[config.mk]
export PLATFORM = sky130hd
export DESIGN_NAME = sram_burst_iface_flat
export DESIGN_NICKNAME = d
export VERILOG_FILES = /design/src/rtl/sram_burst_iface_if.sv /design/src/rtl/sram_burst_iface.sv /design/src/flat_wrapper.sv
export SDC_FILE = /design/constraint.sdc
export NUM_CORES = 1
export LEC_CHECK = 0
export ABC_AREA = 1
export BUFFER_PORTS_ARGS = -buffer_cell sky130_fd_sc_hd__buf_2
export CORE_UTILIZATION = 55
export CTS_BUF_LIST = sky130_fd_sc_hd__clkbuf_8
export DETAILED_ROUTE_END_ITERATION = 6
export PLACE_DENSITY_LB_ADDON = 0.15
export SLEW_MARGIN = 20
export SYNTH_ARGS = -nofsm -noshare
export SYNTH_HDL_FRONTEND = slang
export SYNTH_SLANG_ARGS = --single-unit
export TNS_END_PERCENT = 5
[constraint.sdc]
create_clock -name clk -period 6.5 [get_ports clk]
set_clock_uncertainty 0.2 [all_clocks]
set_input_delay 1.3 -clock clk [delete_from_list [all_inputs] [get_ports clk]]
set_output_delay 1.3 -clock clk [all_outputs]
set_load 0.005 [all_outputs]
[src/rtl/sram_burst_iface_if.sv]
// Bus bundle between a burst requester/SRAM model and sram_burst_iface.
// The master side plays both requester and SRAM (it drives start/i_w_data
// and also returns r_data); the slave side is the burst adapter itself.
interface sram_burst_iface_if #(
  parameter int ADDR_W    = 16,
  parameter int DATA_W    = 32,
  parameter int MAX_BURST = 16,
  parameter int WAIT_W    = 4
);
  localparam int BL_W = $clog2(MAX_BURST);

  // request side
  logic              start;
  logic              writemode;
  logic [ADDR_W-1:0] i_address;
  logic [BL_W-1:0]   burst_len;
  logic [WAIT_W-1:0] wait_cycles;
  logic [DATA_W-1:0] i_w_data;
  logic              w_take;
  logic [DATA_W-1:0] i_r_data;
  logic              r_valid;
  logic              busy;
  logic              io_done;
  logic              wrap_err;
  // SRAM side
  logic              read_enable;
  logic              write_enable;
  logic [ADDR_W-1:0] address;
  logic [DATA_W-1:0] w_data;
  logic [DATA_W-1:0] r_data;

  modport master (
    output start, writemode, i_address, burst_len, wait_cycles, i_w_data, r_data,
    input  w_take, i_r_data, r_valid, busy, io_done, wrap_err,
           read_enable, write_enable, address, w_data
  );

  modport slave (
    input  start, writemode, i_address, burst_len, wait_cycles, i_w_data, r_data,
    output w_take, i_r_data, r_valid, busy, io_done, wrap_err,
           read_enable, write_enable, address, w_data
  );
endinterface

[src/rtl/sram_burst_iface.sv]
// Burst SRAM adapter: 1..MAX_BURST beats, auto-incrementing address,
// programmable wait states per beat, write pull strobe, read valid strobe.
module sram_burst_iface #(
  parameter int ADDR_W    = 16,
  parameter int DATA_W    = 32,
  parameter int MAX_BURST = 16,
  parameter int WAIT_W    = 4
) (
  input  logic                clk,
  input  logic                rst,
  sram_burst_iface_if.slave   bus
);
  localparam int BL_W = $clog2(MAX_BURST);

  typedef enum logic [1:0] {IDLE, ACCESS, DONE} state_t;

  state_t            state_q;
  logic              mode_q;     // 1 = write burst
  logic [BL_W-1:0]   len_q;      // beats minus 1
  logic [WAIT_W-1:0] wlat_q;     // wait states per beat
  logic [BL_W:0]     beat_q;     // current beat index
  logic [WAIT_W-1:0] wcnt_q;     // cycle within current beat
  logic [ADDR_W-1:0] addr_q;
  logic [DATA_W-1:0] wdata_q;
  logic [DATA_W-1:0] rdata_q;
  logic              rvalid_q;
  logic              ren_q;
  logic              wen_q;
  logic              busy_q;
  logic              done_q;
  logic              wrap_q;

  logic              beat_end;   // last cycle of the current beat
  logic              last_beat;  // current beat is the final one
  logic [ADDR_W-1:0] addr_d;

  assign beat_end  = (wcnt_q == wlat_q);
  assign last_beat = (beat_q == {1'b0, len_q});
  assign addr_d    = addr_q + ADDR_W'(1);

  // Pull strobe is combinational so the producer sees it in the very cycle
  // the word is captured; held low while reset is asserted.
  assign bus.w_take = ~rst & (
      ((state_q == IDLE)   & bus.start & bus.writemode) |
      ((state_q == ACCESS) & mode_q & beat_end & ~last_beat));

  assign bus.i_r_data     = rdata_q;
  assign bus.r_valid      = rvalid_q;
  assign bus.busy         = busy_q;
  assign bus.io_done      = done_q;
  assign bus.wrap_err     = wrap_q;
  assign bus.read_enable  = ren_q;
  assign bus.write_enable = wen_q;
  assign bus.address      = addr_q;
  assign bus.w_data       = wdata_q;

  // Burst FSM with all SRAM-facing and status outputs registered.
  always_ff @(posedge clk or posedge rst) begin
    if (rst) begin
      state_q  <= IDLE;
      mode_q   <= 1'b0;
      len_q    <= '0;
      wlat_q   <= '0;
      beat_q   <= '0;
      wcnt_q   <= '0;
      addr_q   <= '0;
      wdata_q  <= '0;
      rdata_q  <= '0;
      rvalid_q <= 1'b0;
      ren_q    <= 1'b0;
      wen_q    <= 1'b0;
      busy_q   <= 1'b0;
      done_q   <= 1'b0;
      wrap_q   <= 1'b0;
    end else begin
      rvalid_q <= 1'b0;
      done_q   <= 1'b0;
      case (state_q)
        IDLE: begin
          if (bus.start) begin
            mode_q  <= bus.writemode;
            addr_q  <= bus.i_address;
            len_q   <= bus.burst_len;
            wlat_q  <= bus.wait_cycles;
            beat_q  <= '0;
            wcnt_q  <= '0;
            wrap_q  <= 1'b0;
            ren_q   <= ~bus.writemode;
            wen_q   <= bus.writemode;
            busy_q  <= 1'b1;
            state_q <= ACCESS;
            if (bus.writemode) wdata_q <= bus.i_w_data;
          end
        end
        ACCESS: begin
          if (beat_end) begin
            wcnt_q <= '0;
            if (!mode_q) begin
              rdata_q  <= bus.r_data;
              rvalid_q <= 1'b1;
            end
            if (last_beat) begin
              ren_q   <= 1'b0;
              wen_q   <= 1'b0;
              done_q  <= 1'b1;
              state_q <= DONE;
            end else begin
              beat_q <= beat_q + 1'b1;
              addr_q <= addr_d;
              // stepping past all-ones flags the wrap but the burst goes on
              if (&addr_q) wrap_q <= 1'b1;
              if (mode_q) wdata_q <= bus.i_w_data;
            end
          end else begin
            wcnt_q <= wcnt_q + 1'b1;
          end
        end
        DONE: begin
          busy_q  <= 1'b0;
          state_q <= IDLE;
        end
        default: state_q <= IDLE;
      endcase
    end
  end
endmodule
[src/flat_wrapper.sv]
// flat-port wrapper written by rule: the top's interface ports become plain ports
module sram_burst_iface_flat 
#(
  parameter int ADDR_W    = 16,
  parameter int DATA_W    = 32,
  parameter int MAX_BURST = 16,
  parameter int WAIT_W    = 4
)
  (clk, rst, bus_start, bus_writemode, bus_i_address, bus_burst_len, bus_wait_cycles, bus_i_w_data, bus_r_data, bus_w_take, bus_i_r_data, bus_r_valid, bus_busy, bus_io_done, bus_wrap_err, bus_read_enable, bus_write_enable, bus_address, bus_w_data);
  sram_burst_iface_if #(.ADDR_W(ADDR_W), .DATA_W(DATA_W), .MAX_BURST(MAX_BURST), .WAIT_W(WAIT_W)) bus_i ();
  input  logic clk;
  input  logic rst;
  input wire logic [$bits(bus_i.start)-1:0] bus_start;
  input wire logic [$bits(bus_i.writemode)-1:0] bus_writemode;
  input wire logic [$bits(bus_i.i_address)-1:0] bus_i_address;
  input wire logic [$bits(bus_i.burst_len)-1:0] bus_burst_len;
  input wire logic [$bits(bus_i.wait_cycles)-1:0] bus_wait_cycles;
  input wire logic [$bits(bus_i.i_w_data)-1:0] bus_i_w_data;
  input wire logic [$bits(bus_i.r_data)-1:0] bus_r_data;
  output wire logic [$bits(bus_i.w_take)-1:0] bus_w_take;
  output wire logic [$bits(bus_i.i_r_data)-1:0] bus_i_r_data;
  output wire logic [$bits(bus_i.r_valid)-1:0] bus_r_valid;
  output wire logic [$bits(bus_i.busy)-1:0] bus_busy;
  output wire logic [$bits(bus_i.io_done)-1:0] bus_io_done;
  output wire logic [$bits(bus_i.wrap_err)-1:0] bus_wrap_err;
  output wire logic [$bits(bus_i.read_enable)-1:0] bus_read_enable;
  output wire logic [$bits(bus_i.write_enable)-1:0] bus_write_enable;
  output wire logic [$bits(bus_i.address)-1:0] bus_address;
  output wire logic [$bits(bus_i.w_data)-1:0] bus_w_data;
  assign bus_i.start = bus_start;
  assign bus_i.writemode = bus_writemode;
  assign bus_i.i_address = bus_i_address;
  assign bus_i.burst_len = bus_burst_len;
  assign bus_i.wait_cycles = bus_wait_cycles;
  assign bus_i.i_w_data = bus_i_w_data;
  assign bus_i.r_data = bus_r_data;
  assign bus_w_take = bus_i.w_take;
  assign bus_i_r_data = bus_i.i_r_data;
  assign bus_r_valid = bus_i.r_valid;
  assign bus_busy = bus_i.busy;
  assign bus_io_done = bus_i.io_done;
  assign bus_wrap_err = bus_i.wrap_err;
  assign bus_read_enable = bus_i.read_enable;
  assign bus_write_enable = bus_i.write_enable;
  assign bus_address = bus_i.address;
  assign bus_w_data = bus_i.w_data;
  sram_burst_iface #(.ADDR_W(ADDR_W), .DATA_W(DATA_W), .MAX_BURST(MAX_BURST), .WAIT_W(WAIT_W)) u_core (.clk(clk), .rst(rst), .bus(bus_i));
endmodule
==> flow_summary_export.csv, run 1 <==
group,metric,value,unit
timing,rsz0062_at_grt,"false",
grt,antenna_found_initial,0,
grt,gr-usage-met2,43.5,%
routing,drtIter0Drc,233,
grt,use_met1,33.4,%
routing,ant_nets,0,
synthesis,ys_warn_count,0,
critical_path,setup.worst_path.start_class,"register",
layout,fill_cells,692,
timing,period_minus_slack,4330,ps
clock_tree,cts_buffer_depth,2,
timing,final.setup.tns,0,ps
placement,routabilityCongestion,0.872,
timing,fmax,0.231,GHz
grt,grt_pass1_vias,3978,
routing,drt_wl_total,11700,um
clock_tree,clk_latency,360,ps
synthesis,synth_area,4820,um2
die,die_w,95.6,um
critical_path,slowest_stage,"inv_1",
critical_path,worstPathArrival,2830,ps
grt,grt.total_usage,25.9,%
clock_tree,cts_sinks,106,
critical_path,cp.required,5000,ps
die,die_h,95.6,um
synthesis,yosysTopAreaCell,"dfrtp_1",
layout,antenna_cells,0,
routing,drt-wirelength-per-cell,13.0,um
clock_tree,hold_buffers,0,
die,die_area,9150,um2
timing,period_share,66.7,%
layout,layout_commonest_cell,"nand2_1",
clock_tree,htreeDepth,3,
timing,worst_hold_slack,273,ps
placement,dpl.cell_count,883,
grt,grt_max_degree,66,
die,initial_core_util,57.8,%
layout,nets,884,
placement,io_buffers,178,
die,core,8340,um2
placement,place_hpwl,8670,um
worst_hold_path,hp-class,"reg -> reg",
clock_tree,cts_setup_buffers,0,
clock_tree,cts_tree,"yes",
clock_tree,cts-root-buf,"clkbuf_8",
clock_tree,cts_inserted_buffers,9,
critical_path,worstSetupPathType,"reg -> out",
critical_path,endpoint_kind,"output port",
timing,finalSetupViolCount,0,
timing,drv_slew,0,
grt,grt_pass1_wl,18200,um
grt,use_met3,5.18,%
timing,max-slew-margin-rel,37.1,%
die,num_io_pins,179,
pwr,irDropWorstVdd,0.000155,V
synthesis,syn-mean-instance-area,7.80,um2
die,rows,33,
synthesis,yosysUniqueCellTypes,25,
routing,via_count,4391,
routing,vias_per_cell,4.88,
layout,drive_above_1_share,26.4,%
routing,dr.pass1.iters,4,
synthesis,syn-num-nets,713,
routing,drc,0,
grt,grt.busiest_layer,"met2",
pwr,power_leakage,3.40,nW
timing,hold_viol,0,
outcome,status,"finished clean",
job,maxCapViolations,0,
critical_path,max_stage_delay,720,ps
layout,layout_common_cells,"324 x nand2_1, 178 x buf_2, 106 x dfrtp_1",
layout,syn_to_final_growth,23.3,%
timing,max_slew.worst_pin.slew,942,ps
layout,final_cells,899,
critical_path,worstPathMaxFanout,33,
synthesis,synth_top_area_share,55.0,%
synthesis,syn-instance-count,618,
pwr,p_per_area,200,nW/um2
grt,overflow,0,
synthesis,synthTopCellsByArea,"dfrtp_1 55%, nand2_1 25%, nand3_1 3.0%",
clock_tree,clkTransAtPathRegs,100,ps
critical_path,path_cells,"inv_2 -> nor2_2 -> inv_1 -> nor2_2 -> nand3_1 -> nand2_1 -> buf_4 -> inv_1 -> nor2_1 -> buf_2",
clock_tree,cts_resized,0,
synthesis,ys_seq_area_share,55.0,%
synthesis,synth-seq-cells,106,
==> metal layers <==
| layer | up-vias | part of all wire (%) |
|---|---|---|
| met1 | 2007 | 43 |
| met4 | 0 | 2.0 |
| met5 | - | 0 |
| met3 | 22 | 6.1 |
| met2 | 122 | 48 |
| li1 | 2240 | - |
==> kinds of logic (layout without fill, tap and decap cells) <==
logic type | Yosys count | in the layout | synth area share [%]
buffers and inverters | 61 | 237 | 5.73
multiplexers | 2 | 2 | 0.467
AO/OA/AOI/OAI | 36 | 36 | 3.89
XOR/XNOR | 7 | 7 | 1.27
flip-flops | 106 | 106 | 55.0
adder cells (fa/ha/maj) | 3 | 3 | 0.778
AND/OR/NAND/NOR | 403 | 403 | 32.9
==> registers in the layout (all words and copies together), names as in the netlist <==
register                 cells
u_core.bus.i_r_data         32
u_core.bus.w_data           32
u_core.bus.address          16
u_core.beat_q                5
u_core.len_q                 4
u_core.wcnt_q                4
u_core.wlat_q                4
u_core.state_q               2
u_core.bus.busy              1
u_core.bus.io_done           1
u_core.bus.r_valid           1
u_core.bus.read_enable       1
u_core.bus.wrap_err          1
u_core.bus.write_enable      1
u_core.mode_q                1
==> power by group <==
group	total, mW	internal, mW	switching (mW)	leakage (nW)
sequential	0.690	0.679	0.0105	1.21
clock	0.414	0.181	0.233	0.102
combinational	0.0837	0.0406	0.0431	2.08
==> stage by stage <==
stage | instance area [um2] | utilization (%) | setup slack [ps] | power, mW
2_1_floorplan | 4820 | - | 2210 | 0.729
4_1_cts | 5950 | 71.3 | 2150 | 1.20
3_5_place_dp | 5750 | 68.9 | 2190 | 0.788
3_3_place_gp | 5750 | 68.9 | 2220 | 0.785
5_1_grt | 5950 | 71.3 | 1840 | 1.23
6_report | 5950 | 71.3 | 2170 | 1.19
==> Yosys cell counts <==
| cell | count |
|---|---|
| dfrtp_1 | 106 |
| o21ai_1 | 12 |
| clkinv_4 | 1 |
| a21oi_1 | 9 |
| xor2_1 | 3 |
| or2_1 | 1 |
| buf_2 | 10 |
| mux2_2 | 2 |
| xnor2_1 | 4 |
| o21ai_0 | 13 |
| a32o_1 | 1 |
| nor2_4 | 1 |
| inv_1 | 34 |
| nand2_1 | 324 |
| buf_6 | 4 |
| o31ai_1 | 1 |
| nand3b_1 | 1 |
| inv_2 | 5 |
| clkbuf_1 | 7 |
| ha_1 | 3 |
| nor2_1 | 38 |
| nand3_1 | 29 |
| or2_2 | 1 |
| nor2_2 | 2 |
| nand4_1 | 6 |
==> layout make-up <==
| type | instances | area, um2 | share of cell area (%) |
|---|---|---|---|
| flip-flops and latches | 106 | 2650 | 44.6 |
| well taps | 105 | 131 | 2.21 |
| inverters | 40 | 158 | 2.65 |
| clock buffers | 9 | 124 | 2.08 |
| clock inverters | 7 | 76.3 | 1.28 |
| repair buffers | 181 | 913 | 15.4 |
| multi-input cells | 451 | 1890 | 31.8 |
==> worst max-delay path, delay by kind of cell, from the launching register on <==
kind	cells	cell delay, ps
buffers and inverters	5	1680
AND/OR/NAND/NOR	5	370
flip-flops	1	420
==> worst paths after layout <==
check | start | to | slack (ps) | cells past startpoint
worst max-delay path | u_core.state_q[0] | bus_w_take | 2170 | 10
worst min-delay path | u_core.bus.w_data[7] | u_core.bus.w_data[7] | 270 | 2
worst max register to register | u_core.state_q[0] | u_core.bus.w_data[15] | 3760 | 10
worst min register to register | u_core.bus.w_data[7] | u_core.bus.w_data[7] | 270 | 2
max in group asynchronous | rst | u_core.bus.address[13] | 4100 | 3
min in group asynchronous | rst | u_core.bus.w_data[1] | 760 | 2
Power figures use the tool's default switching activity.
==> inputs of run 2 (changes only) <==
Settings changed: CORE_UTILIZATION 55 to 51.
Clock period 6.5 ns to 4.3 ns, I/O delays scaled along.
==> flow_summary_export.csv, run 2 (same netlist as run 1, synthesis figures left out) <==
group,metric,value,unit
layout,drive_above_1_share,26.6,%
placement,place_area,5780,um2
pwr,irDropWorstVdd,0.000134,V
layout,layout_common_cells,"324 x nand2_1, 178 x buf_2, 106 x dfrtp_1",
timing,max-slew-margin-rel,45.4,%
placement,dpl.cell_count,892,
die,initial_core_util,52.4,%
clock_tree,cts_inserted_buffers,9,
die,num_io_pins,179,
pwr,switchingPower,0.426,mW
layout,layout_commonest_cell,"nand2_1",
grt,overflow,0,
routing,via_count,4393,
timing,rsz0062_at_grt,"false",
outcome,status,"finished clean",
layout,design_area,5960,um2
die,die_h,99.3,um
pwr,power_leakage,3.39,nW
routing,ant_nets,0,
routing,drtIter0Drc,159,
critical_path,cp.required,3240,ps
worst_hold_path,hp-class,"reg -> reg",
timing,max_slew.worst_pin.slew,819,ps
grt,grt_max_degree,93,
placement,routabilityCongestion,0.888,
timing,hold_viol,0,
routing,drc,0,
clock_tree,clkTransAtPathRegs,100,ps
pwr,p_per_area,290,nW/um2
clock_tree,cts-root-buf,"clkbuf_8",
critical_path,endpoint_kind,"output port",
routing,drt_wl_total,11600,um
timing,finalSetupViolCount,0,
pwr,p_sw_share,24.6,%
grt,grt_pass1_vias,4067,
job,maxCapViolations,0,
routing,dr.pass1.iters,4,
clock_tree,cts_resized,0,
critical_path,setup.worst_path.start_class,"register",
critical_path,worstSetupPathType,"reg -> out",
die,core,9200,um2
pwr,power.share.clock,32.5,%
pwr,p_int,1.30,mW
clock_tree,cts_tree,"yes",
clock_tree,htreeDepth,3,
timing,period_share,77.8,%
timing,drv_slew,0,
routing,drt-wirelength-per-cell,12.8,um
placement,place_hpwl,8400,um
layout,fill_cells,832,
layout,syn_to_final_growth,23.5,%
grt,antenna_found_initial,0,
timing,worst_hold_slack,272,ps
clock_tree,cts_setup_buffers,0,
timing,period_minus_slack,3340,ps
die,rows,35,
critical_path,worstPathMaxFanout,33,
clock_tree,clk_latency,360,ps
routing,vias_per_cell,4.84,
grt,grt_pass1_wl,18700,um
layout,nets,887,
clock_tree,cts_sinks,106,
layout,final_cells,907,
die,die_w,99.3,um
die,die_area,9850,um2
grt,grt.total_usage,23.9,%
timing,fmax,0.299,GHz
pwr,comb_power_share,7.2,%
clock_tree,hold_buffers,0,
pwr,p_seq_share,60.3,%
clock_tree,cts_buffer_depth,2,
timing,final.setup.tns,0,ps
layout,antenna_cells,0,
placement,io_buffers,178,
critical_path,worstPathArrival,2280,ps
## run 2: final timing paths
kind,cells past startpoint,from,to,slack [ps]
worst max-delay path,12,u_core.wcnt_q[2],bus_w_take,960
worst min-delay path,2,u_core.bus.w_data[7],u_core.bus.w_data[7],270
worst max register to register,10,u_core.wcnt_q[2],u_core.beat_q[0],1720
worst min register to register,2,u_core.bus.w_data[7],u_core.bus.w_data[7],270
max in group asynchronous,3,rst,u_core.bus.i_r_data[8],2700
min in group asynchronous,2,rst,u_core.bus.w_data[18],450
## run 2: metal layers
metal | share of wire [%] | GRT usage [%]
met4 | 2.5 | 10.4
met2 | 46 | 39.4
met5 | 0 | 0
met3 | 5.1 | 3.79
met1 | 46 | 31.5
## run 2: worst max-delay path, cell delays in order (launching register included)
cell and delay, ps:
dfrtp_1 450, nand2_1 90, nand2_1 50, nor2_1 90, nand2_1 120, nor2_2 130
nand3_1 80, nand2_1 60, buf_4 300, inv_1 70, buf_4 240, nor2_1 110
buf_2 110
## run 2: through the flow
stage	total power, mW	utilization (%)	setup WS, ps
floorplan	1.10	-	451
CTS	1.75	64.8	916
global placement	1.19	62.8	1220
global route	1.80	64.8	688
finish	1.73	64.8	956
detailed placement	1.19	62.9	1190
## run 2: area by class of cell
| type | instances | area [um2] | area share [%] |
|---|---|---|---|
| Inverter | 40 | 160 | 2.69 |
| Clock buffer | 9 | 124 | 2.08 |
| Timing Repair Buffer | 184 | 936 | 15.7 |
| Sequential cell | 106 | 2650 | 44.5 |
| Clock inverter | 6 | 50.0 | 0.840 |
| Tap cell | 111 | 139 | 2.33 |
| Multi-Input combinational cell | 451 | 1890 | 31.8 |
## run 2: power by group through the flow
stage               combinational [mW]  sequential, mW  clock [mW]
floorplan                       0.0374            1.06           0
global placement                 0.125            1.06           0
detailed placement               0.127            1.06           0
CTS                              0.128            1.04       0.578
global route                     0.142            1.05       0.617
finish                           0.125            1.04       0.562
